File: src/rtl/shift_cmd_fifo.sv
// rtl/shift_cmd_fifo.sv - command FIFO feeding a 4-bit barrel shifter stage.
// Define SHIFT_FIFO_LEVEL_EN to expose the registered occupancy on port level.
module shift_cmd_fifo #(
  parameter int DEPTH = 4
) (
  input  logic       clk,
  input  logic       rst,
  input  logic       req_valid,
  output logic       req_ready,
  input  logic [3:0] req_data,
  input  logic [1:0] req_shift,
  input  logic       req_dir,
  input  logic       flush,
  output logic       sh_valid,
  input  logic       sh_ready,
  output logic [3:0] sh_in,
  output logic [1:0] sh_shift,
  output logic       sh_dir
`ifdef SHIFT_FIFO_LEVEL_EN
  ,
  output logic [$clog2(DEPTH):0] level
`endif
);

  localparam int AW = $clog2(DEPTH);
  localparam logic [AW:0] FULL = DEPTH[AW:0];

  logic [6:0]    mem [DEPTH];
  logic [AW-1:0] wptr;
  logic [AW-1:0] rptr;
  logic [AW:0]   count;
  logic          push;
  logic          pop;
  logic [6:0]    head;

  // Both handshakes depend only on registered occupancy, so no sh_ready -> req_ready path.
  assign req_ready = (count != FULL);
  assign sh_valid  = (count != '0);
  assign push      = req_valid && req_ready;
  assign pop       = sh_valid && sh_ready;

  always_ff @(posedge clk or posedge rst) begin
    if (rst) begin
      wptr  <= '0;
      rptr  <= '0;
      count <= '0;
    end else if (flush) begin
      wptr  <= '0;
      rptr  <= '0;
      count <= '0;
    end else begin
      if (push) wptr <= wptr + 1'b1;
      if (pop)  rptr <= rptr + 1'b1;
      case ({push, pop})
        2'b10:   count <= count + 1'b1;
        2'b01:   count <= count - 1'b1;
        default: count <= count;
      endcase
    end
  end

  // Storage needs no reset; occupancy alone decides what is visible.
  always_ff @(posedge clk) begin
    if (push && !flush) mem[wptr] <= {req_data, req_shift, req_dir};
  end

  assign head = mem[rptr];
  assign {sh_in, sh_shift, sh_dir} = sh_valid ? head : 7'd0;

`ifdef SHIFT_FIFO_LEVEL_EN
  assign level = count;
`endif

endmodule

File: config.mk
export PLATFORM = sky130hd
export DESIGN_NAME = shift_cmd_fifo
export DESIGN_NICKNAME = d
export VERILOG_FILES = /design/src/rtl/shift_cmd_fifo.sv
export SDC_FILE = /design/constraint.sdc
export NUM_CORES = 1
export LEC_CHECK = 0
export BUFFER_PORTS_ARGS = -buffer_cell sky130_fd_sc_hd__buf_2
export CORE_UTILIZATION = 50
export CTS_BUF_LIST = sky130_fd_sc_hd__clkbuf_4 sky130_fd_sc_hd__clkbuf_8
export DETAILED_ROUTE_END_ITERATION = 10
export GPL_ROUTABILITY_DRIVEN = 0
export PLACE_DENSITY = 0.7
export SLEW_MARGIN = 5
export SYNTH_ARGS = -nofsm -noshare
export SYNTH_HDL_FRONTEND = slang
export SYNTH_SLANG_ARGS = --single-unit
File: constraint.sdc
create_clock -name clk -period 2.8 [get_ports clk]
set_clock_uncertainty 0.1 [all_clocks]
set_input_delay 0.28 -clock clk [delete_from_list [all_inputs] [get_ports clk]]
set_output_delay 0.28 -clock clk [all_outputs]
set_load 0.005 [all_outputs]
# Word level (Yosys, flattened, before mapping)
# Memories as Yosys holds them, arrays and structs flattened.
# Cells that the tools add are included.
# totals
reg_bits,7
mem_bits_rw,28
output_inout_bits,9
n_memories,1
# op_classes
n_addsub,4
n_eq_ne,3
n_mux,9
n_reduce_logical,8
# mem_list
memory,words,width,rd,rd_ports_with_merged_regs,write_ports,line_no,text
mem,4,7,1,0,1,28,logic [6:0] mem [DEPTH];
# op_table
operator,n
$mux 2,4
$mux 7,1
$pmux 3 s2,1
$reduce_bool 3->1,2
$add 2x1->2 const B,2
$reduce_bool 2->1,2
$add 3x1->3 const B,1
$logic_and 1x1->1,3
$mux 3,1
$ne 3x3->1 const B,1
$sub 3x1->3 const B,1
$eq 2x1->1 const B,1
$eq 2x2->1 const B,1
$mux 1,2
$logic_not 1->1,1

# Depth between registers and ports, before layout
# Gate-level depths: netlist (run 1).
# depth
depth_word,5
mapped_depth,7
ltp_nobuf,6

# Least setup slack after synthesis (run 1)
# OpenSTA, ideal clock, no wires.
# synth_timing
kind,register to register
start,reg count[0]
end,reg count[2]
setup_time_ns,0.082
t_arrival_ns,2.066
setup_slack_ns,0.552
stages_incl_launch_ff,7
path_buffers,1
synth_period_minus_slack_ns,2.248
path_cell_list,dfrtp_1 -> buf_6 -> nor3_2 -> nor3b_1 -> fa_1 -> or4_1 -> a31oi_1
# synth_between
elab_chain_len,5
elab_cells_between_ends,11
cone_classes,add/sub (2); eq/ne (3); mux (2); reduce/logical (4)
# synth_lines
item,line_no,text
"start, declared",31,logic [AW:0] count;
"start signal, assigned",55,2'b10: count <= count + 1'b1;
"start signal, assigned",56,2'b01: count <= count - 1'b1;
"start signal, assigned",57,default: count <= count;
$ne 3x3->1 / $reduce_bool 3->1 (equally long branches),"37, 38",
$logic_and 1x1->1 (on tied branches),"39, 40",
$eq 2x1->1 / $eq 2x2->1 (equally long branches),54,"case ({push, pop})"
$pmux 3 s2,54,
$mux 3,47,end else if (flush) begin
# Several ways; a longest one is shown, not always the timed one.
# A chain may end at the register's enable or synchronous reset.

# Worst setup path after layout (run 1)
# layout_timing
start,reg rptr[0]
end,out sh_in[0]
# layout_between
elab_chain_len,2
# layout_lines
item,line_no,text
"start, declared",30,logic [AW-1:0] rptr;
"start signal, assigned",53,if (pop) rptr <= rptr + 1'b1;
$mem_v2 4x7,n/a,
$mux 7,68,"assign {sh_in, sh_shift, sh_dir} = sh_valid ? head : 7'd0;"
"end, declared",16,"output logic [3:0] sh_in,"
# Every way passes these cells.

==> results of run 1 <==
[cells in the mapped netlist, types with 3 or more instances]
cell / instances / area share (%)
a21oi_1: 3 / 0.92
and2_1: 4 / 1.5
buf_6: 3 / 2.1
dfrtp_1: 7 / 11
edfxtp_1: 28 / 51
ha_1: 4 / 3.1
inv_1: 8 / 1.8
mux4_2: 7 / 9.6
nand3_1: 4 / 1.2
nor2_1: 4 / 0.92
nor2b_1: 7 / 2.7
[through the flow]
step / cell area (um^2) / power [mW] / std cells
4_1_cts: 1810 / 1.06 / 177
6_report: 1810 / 1.05 / 177
2_1_floorplan: 1640 / 0.750 / 111
3_3_place_gp: 1740 / 0.797 / 168
3_5_place_dp: 1740 / 0.808 / 168
5_1_grt: 1810 / 1.10 / 177
[area by class of cell]
type                            count  share of cell area, %
Sequential cell                    35                   56.2
Multi-Input combinational cell     60                   29.6
Timing Repair Buffer               22                   6.51
Tap cell                           44                   3.05
Clock buffer                        6                   2.49
Inverter                            8                   1.66
Clock inverter                      2                  0.416
[kinds of logic after synthesis]
group / after synthesis / synth area share (%)
buffers and inverters: 16 / 5.42
multiplexers: 8 / 10.3
adder cells (fa/ha/maj): 5 / 4.27
flip-flops: 35 / 61.9
AND/OR/NAND/NOR: 30 / 10.6
XOR/XNOR: 3 / 1.60
AO/OA/AOI/OAI: 14 / 5.87
[worst max-delay path by stage]
stage / from / slack (ps) / cells after the start / endpoint
floorplan: count[0]$_DFFE_PP0P_ / 550 / 6 / count[2]$_DFFE_PP0P_
global placement: count[0]$_DFFE_PP0P_ / 770 / 5 / count[2]$_DFFE_PP0P_
detailed placement: count[0]$_DFFE_PP0P_ / 660 / 5 / count[2]$_DFFE_PP0P_
CTS: rptr[0]$_DFFE_PP0P_ / 510 / 3 / sh_in[0]
global route: rptr[0]$_DFFE_PP0P_ / 440 / 3 / sh_shift[1]
finish: rptr[0]$_DFFE_PP0P_ / 560 / 3 / sh_in[0]
[flip-flops by register name, summed over array words and instances, names as in the netlist]
register and count:
rptr 2, wptr 2, count 3, mem 28
[power by group through the flow]
stage                     logic, mW  clock network, mW  registers [mW]
final                         0.175              0.255           0.619
after global routing          0.195              0.281           0.625
after CTS                     0.177              0.267           0.620
after detailed placement      0.176                  0           0.632
after global placement        0.169                  0           0.628
after floorplan               0.147                  0           0.604
[layer usage]
metal | vias up | wire [um] | GRT usage [%]
li1 | 451 | - | -
met1 | 437 | 1180 | 23.4
met2 | 24 | 1300 | 27.9
met3 | 8 | 103 | 4.59
met4 | 0 | 80 | 12.2
met5 | - | 0 | 0
[timing repair]
item                      CTS  global route
hold buffers                1             0
resized for setup           0             0
hold endpoints to repair    7             0
==> impl_metrics.tcl, run 1 <==
set metrics [dict create \
    timing.final.crit_share_pct 80.0 \
    hold_violations 0 \
    ys_seq_elements 35 \
    viasPerCell 5.20 \
    synthDistinctLibCells 36 \
    rr_startpoint "count[0]$_DFFE_PP0P_" \
    syn_area_um2 1640 \
    p_leak_nw 0.668 \
    cts-root-buf "clkbuf_4" \
    synthCells 111 \
    synth_seq_area_share_pct 61.9 \
    min_path_type "in2reg" \
    setup_viol 0 \
    critical_path_class "reg2out" \
    critPathMaxFanout 9 \
    finalMaxSlewViolations 0 \
    crit_path_top_delay_cell "dfrtp_1" \
    p_sw_share_pct 25.5 \
    startpoint_type "flop" \
    layout_commonest_cell "edfxtp_1" \
    hold_depth 1 \
    ir_worst_vdd_mv 0.302 \
    nets 149 \
    cts_num_sinks 35 \
    grt_first_pass_wirelength_mm 4.34 \
    rows 20 \
    path_buf_inv 1 \
    cp_data_arrival_time_ps 1860 \
    seq_area_um2 1020 \
    grt_max_degree 13 \
    status "complete, no violations" \
    drive_gt1_share_pct 28.6 \
    whs_ps 58.1 \
    holdPathEnd "mem[1][5]$_DFFE_PP_" \
    die_area_um2 3510 \
    antenna_found_initial 0 \
    worstPathCellList "mux4_2, nor2b_1, buf_2" \
    fin_util_pct 58.7 \
    dr.pass1.iters 4 \
    p_int_mw 0.780 \
    multiInputGateArea_um2 536 \
    crit_required_ps 2420 \
    max_stage_delay_ps 690 \
    cts.path.max_buffers 2 \
    numPortBuffers 20 \
    cts_buffers 5 \
    setup_ws_ps 561 \
    finalCriticalPeriod_ps 2240 \
    start_util_pct 53.3 \
    remaining_drc_errors 0 \
    p_comb_share_pct 16.7 \
    grt_overflow 0 \
    path_delay_family "flip-flops" \
    hpwl_mm 1.85 \
    h-tree-depth 2 \
    clk_pin_slew_worst_paths_ps 100 \
    synth_edf_count 28 \
    die_y_um 59.3 \
    drt_iter0_markers 23 \
    clkPwrFrac_pct 24.3 \
    tightest_slew_ps 535 \
    pwr-share-seq_pct 59.0 \
    reg2reg_slack_ps 670 \
    synth_nets 128 \
    first_global_vias 950 \
    min_from "req_data[2]" \
    io_pins 21 \
    dieWidth_um 59.3 \
    reg2reg_depth 5 \
    area.growth.synth_to_final_pct 10.1 \
    tritoncts "built" \
    post-place-ws_ps 656 \
    layout_common_cells "28 x edfxtp_1, 20 x buf_2, 8 x inv_1" \
    syn_avg_cell_area_um2 14.8 \
    core_area_um2 3080 \
    wl_mm 2.66 \
    p_switching_mw 0.268 \
    synth_warnings 0 \
    vias 920 \
    rsz0062_at_grt "no" \
    antenna_cells 0 \
    relSlewSlack_pct 64.3 \
    timing.rr.end "count[2]$_DFFE_PP0P_" \
    wl_per_cell_um 15.1 \
    worstSkewPairLatency_ps 330 \
    pwr_density_cell_nw_per_um2 580 \
    nFillCells 258 \
    timing.setup.tns_ps 0 \
    fmax_mhz 447 \
    post_cts_buffers 0 \
    track_usage_pct 18.4 \
    ant_nets 0 \
    ys.flop_type "edfxtp_1" \
    synthArstFlopShare_pct 20.0 \
    end_kind "output port" \
    cap_violations 0 \
]
Note: power is estimated with default switching activity, not from simulation.
==> inputs of run 2 (changes only) <==
Clock period 2.8 ns to 2.3 ns, I/O delays scaled along.
==> run 2 against run 1 <==
  * Non-clock buffer count grew 2
  * First-iteration DRC count down 17%
  * Sequential cell count unchanged
  * Clock power is 20% higher
  * Sequential power is 20% higher
  * Sequential share of layout area decreased by 0.46 points
  * Count of clock-buffer cells in the layout did not move
  * Combinational power grew 33%
  * Die area stayed put
  * Total power up 22%
  * Global-route usage fell by 0.62 points
  * Critical endpoint is now sh_in[2]
  * Largest cell class unchanged
==> impl_metrics.tcl, run 2 (synthesized netlist as in run 1, its figures left out) <==
set metrics [dict create \
    status "complete, no violations" \
    cts_num_sinks 35 \
    antenna_found_initial 0 \
    finalMaxSlewViolations 0 \
    reg2reg_slack_ps 200 \
    track_usage_pct 17.8 \
    hpwl_mm 1.87 \
    final_cells 179 \
    h-tree-depth 2 \
    ant_nets 0 \
    final_area_um2 1820 \
    critical_path_class "reg2out" \
    wl_per_cell_um 14.7 \
    hold_violations 0 \
    min_path_type "in2reg" \
    pwr_density_cell_nw_per_um2 703 \
    numPortBuffers 20 \
    largest_reg_flops 28 \
    dieWidth_um 59.3 \
    timing.setup.tns_ps 0 \
    rsz0062_at_grt "no" \
    dp.cells 170 \
    worstPathCellList "buf_4, mux4_2, nor2b_1, buf_2" \
    rows 20 \
    drt_iter0_markers 19 \
    die_area_um2 3510 \
    fmax_mhz 475 \
    cts_buffers 5 \
    startpoint_type "flop" \
    max_stage_delay_ps 510 \
    cp_data_arrival_time_ps 1780 \
    wl_mm 2.63 \
    timing.final.crit_share_pct 91.5 \
    clk_pin_slew_worst_paths_ps 100 \
    ir_worst_vdd_mv 0.475 \
    cap_violations 0 \
    tightest_slew_ps 444 \
    critPathMaxFanout 6 \
    cts.path.max_buffers 2 \
    remaining_drc_errors 0 \
    worstSkewPairLatency_ps 320 \
    dr.pass1.iters 4 \
    start_util_pct 53.3 \
    cts_resized 0 \
    nFillCells 248 \
    drive_gt1_share_pct 29.6 \
    layout_common_cells "28 x edfxtp_1, 20 x buf_2, 8 x inv_1" \
    end_kind "output port" \
    crit_required_ps 1970 \
    antenna_cells 0 \
    post_cts_buffers 0 \
    core_area_um2 3080 \
    io_pins 21 \
    tritoncts "built" \
    grt_overflow 0 \
    area.growth.synth_to_final_pct 11.1 \
    viasPerCell 5.22 \
    finalCriticalPeriod_ps 2110 \
    vias 934 \
    setup_viol 0 \
    cts-root-buf "clkbuf_4" \
    die_y_um 59.3 \
    relSlewSlack_pct 70.3 \
    nets 151 \
    crit_path_top_delay_cell "mux4_2" \
    first_global_vias 968 \
    post_dp_cell_area_um2 1760 \
    hold_buffers 1 \
    p_leak_nw 0.679 \
    grt_first_pass_wirelength_mm 4.31 \
    largestRegisters "mem (28), count (3)" \
    grt_max_degree 13 \
    largest-register "mem" \
    layout_commonest_cell "edfxtp_1" \
]
[run 2: cell count changes in the layout (fill, tap and decap cells not counted)]
cell / before / now
buf_4: 1 / 3
[run 2: power by group]
part           internal [mW]  switching (mW)  total (mW)
sequential             0.712          0.0293       0.741
clock                  0.125           0.182       0.307
combinational          0.121           0.112       0.232
total                  0.957           0.323        1.28
[run 2: path summary, 6_finish.rpt]
kind | cells past startpoint | start | to
max in group asynchronous | 3 | rst | count[1]$_DFFE_PP0P_
min in group asynchronous | 3 | rst | count[0]$_DFFE_PP0P_
max reg2reg | 5 | count[1]$_DFFE_PP0P_ | count[2]$_DFFE_PP0P_
min reg2reg | 2 | wptr[0]$_DFFE_PP0P_ | wptr[0]$_DFFE_PP0P_
min | 1 | req_data[0] | mem[0][3]$_DFFE_PP_
max | 4 | rptr[0]$_DFFE_PP0P_ | sh_in[2]
[run 2: stage by stage]
step / hold slack (ps) / power, mW / setup slack (ps) / utilization [%]
global route: 3.30 / 1.35 / 94.9 / 59.2
global placement: 74.4 / 0.980 / 317 / 57.2
floorplan: -66.6 / 0.913 / 51.6 / -
CTS: 9.79 / 1.29 / 156 / 59.2
detailed placement: 69.4 / 0.992 / 224 / 57.2
finish: 20.7 / 1.28 / 195 / 59.2
[run 2: per-layer routing]
layer | up-vias | global-route usage (%) | part of all wire [%]
met3 | 4 | 5.46 | 3.4
met5 | - | 0 | 0
li1 | 454 | - | -
met1 | 457 | 21.3 | 46
met4 | 0 | 7.14 | 1.4
met2 | 19 | 29.9 | 50
[run 2: layout make-up]
class	instances	area [um^2]	share of cell area, %
Clock buffer	6	45.0	2.47
Multi-Input combinational cell	60	536	29.4
Timing Repair Buffer	24	133	7.28
Tap cell	44	55.1	3.02
Clock inverter	2	7.51	0.412
Inverter	8	30.0	1.65
Sequential cell	35	1020	55.8
[run 2: critical path, delay by kind of cell (launching register included)]
kind                   cells  cell delay (ps)
buffers and inverters      2              340
flip-flops                 1              470
multiplexers               1              510
AND/OR/NAND/NOR            1              140
==> inputs of run 3 (changes only) <==
Settings changed: REMOVE_ABC_BUFFERS set to 1.
==> run 3 against run 2 <==
  * Critical path depth did not move
  * Sequential cell count did not move
  * Worst hold slack got worse by 3.6 ps
  * Sequential share of layout area fell by 1.8 points
  * Final area rose by 3.3%
  * Combinational power rose by 5%
  * Global-route usage rose by 1.2 points
  * Count of clock-buffer cells in the layout fell by 1
  * Utilization rose by 2.0 points
  * Sequential power barely moved
  * Via count rose by 4.7%
  * Critical path type unchanged
  * Critical endpoint unchanged
==> impl_metrics.tcl, run 3 (synthesized netlist as in run 1, its figures left out) <==
set metrics [dict create \
    grt_overflow 0 \
    viasPerCell 5.29 \
    setup_viol 0 \
    finalCriticalPeriod_ps 2130 \
    finalMaxSlewViolations 0 \
    use_met1_pct 23.7 \
    h-tree-depth 2 \
    dr.pass1.iters 4 \
    tightest_slew_ps 447 \
    drt_iter0_markers 40 \
    min_path_type "in2reg" \
    numPortBuffers 20 \
    largest-register "mem" \
    io_pins 21 \
    startpoint_type "flop" \
    hpwl_mm 1.97 \
    pwr_density_cell_nw_per_um2 688 \
    p_int_mw 0.951 \
    ir_worst_vdd_mv 0.401 \
    worstSkewPairLatency_ps 330 \
    p_switching_mw 0.343 \
    nFillCells 259 \
    critical_path_class "reg2out" \
    ant_nets 0 \
    wl_per_cell_um 15.3 \
    grt_first_pass_wirelength_mm 4.51 \
    antenna_found_initial 0 \
    pwr-share-seq_pct 57.3 \
    top_usage_layer "met2" \
    p_leak_nw 0.699 \
    rsz0062_at_grt "no" \
    post_cts_buffers 0 \
    post_dp_cell_area_um2 1760 \
    timing.final.crit_share_pct 92.7 \
    area.growth.synth_to_final_pct 14.7 \
    first_global_vias 941 \
    track_usage_pct 19.0 \
    status "complete, no violations" \
    cts_num_sinks 35 \
    nets 157 \
    use_met3_pct 6.55 \
    fmax_mhz 469 \
    hold_violations 0 \
    timing.setup.tns_ps 0 \
    clkPwrFrac_pct 23.8 \
    die_area_um2 3510 \
    largest_reg_flops 28 \
    grt_use_met2_pct 30.0 \
    largestRegisters "mem (28), count (3)" \
    p_comb_share_pct 18.8 \
    final_cells 185 \
    layout_common_cells "28 x edfxtp_1, 20 x buf_2, 8 x inv_1" \
    cp_data_arrival_time_ps 1800 \
    setup_ws_ps 168 \
    dieWidth_um 59.3 \
    tritoncts "built" \
    critPathMaxFanout 6 \
    cap_violations 0 \
    cts.path.max_buffers 2 \
    final_area_um2 1880 \
    remaining_drc_errors 0 \
    crit_required_ps 1970 \
    relSlewSlack_pct 70.1 \
    rows 20 \
    core_area_um2 3080 \
    cts_buffers 5 \
    die_y_um 59.3 \
    wl_mm 2.83 \
    grt_max_degree 13 \
    cts-root-buf "clkbuf_4" \
    post-place-ws_ps 251 \
    p_sw_share_pct 26.5 \
    layout_commonest_cell "edfxtp_1" \
    drive_gt1_share_pct 28.4 \
    antenna_cells 0 \
    start_util_pct 53.3 \
    clk_pin_slew_worst_paths_ps 100 \
    vias 978 \
    end_kind "output port" \
    dp.cells 170 \
]
## run 3: path summary, 6_finish.rpt
path	from	endpoint	slack, ps	cells after the start
hold reg to reg	wptr[1]$_DFFE_PP0P_	wptr[1]$_DFFE_PP0P_	510	2
max in group asynchronous	rst	count[0]$_DFFE_PP0P_	1610	3
min in group asynchronous	rst	rptr[1]$_DFFE_PP0P_	270	3
setup / recovery	rptr[0]$_DFFE_PP0P_	sh_in[2]	170	4
setup reg to reg	count[1]$_DFFE_PP0P_	count[2]$_DFFE_PP0P_	210	5
hold / removal	req_dir	mem[1][0]$_DFFE_PP_	20	1
## run 3: metal layers
layer	vias up	share of wire [%]
met5	-	0
met4	0	1.7
met3	7	4.0
met2	20	51
met1	484	43
li1	467	-
## run 3: final cells by class
class	instances	area, um^2	area share (%)
flip-flops and latches	35	1020	54.0
multi-input cells	60	536	28.5
repair buffers	30	193	10.2
well taps	44	55.1	2.93
clock buffers	5	37.5	1.99
inverters	8	30.0	1.60
clock inverters	3	15.0	0.798
## run 3: stage by stage
step | hold WS (ps) | total power, mW | util (%)
global placement | 77.1 | 0.981 | 57.2
global route | 8.58 | 1.38 | 61.1
finish | 17.1 | 1.29 | 61.1
detailed placement | 82.1 | 0.994 | 57.2
floorplan | -66.6 | 0.891 | -
CTS | 0.825 | 1.31 | 61.1
## run 3: worst max-delay path: stages (launching register included)
cell and delay, ps:
dfrtp_1 490, buf_4 220, mux4_2 500, nor2b_1 140, buf_2 120
## run 3: what timing repair did
action	CTS	global route
setup endpoints to repair	0	0
hold buffers	7	0
endpoints found under the hold margin	31	0
gates resized for setup	0	0
## run 3: power by group through the flow
stage	Clock (mW)	Combinational, mW	Sequential, mW
after global placement	0	0.228	0.753
after detailed placement	0	0.238	0.756
after floorplan	0	0.134	0.757
final	0.309	0.244	0.742
after global routing	0.361	0.270	0.747
after CTS	0.326	0.247	0.742
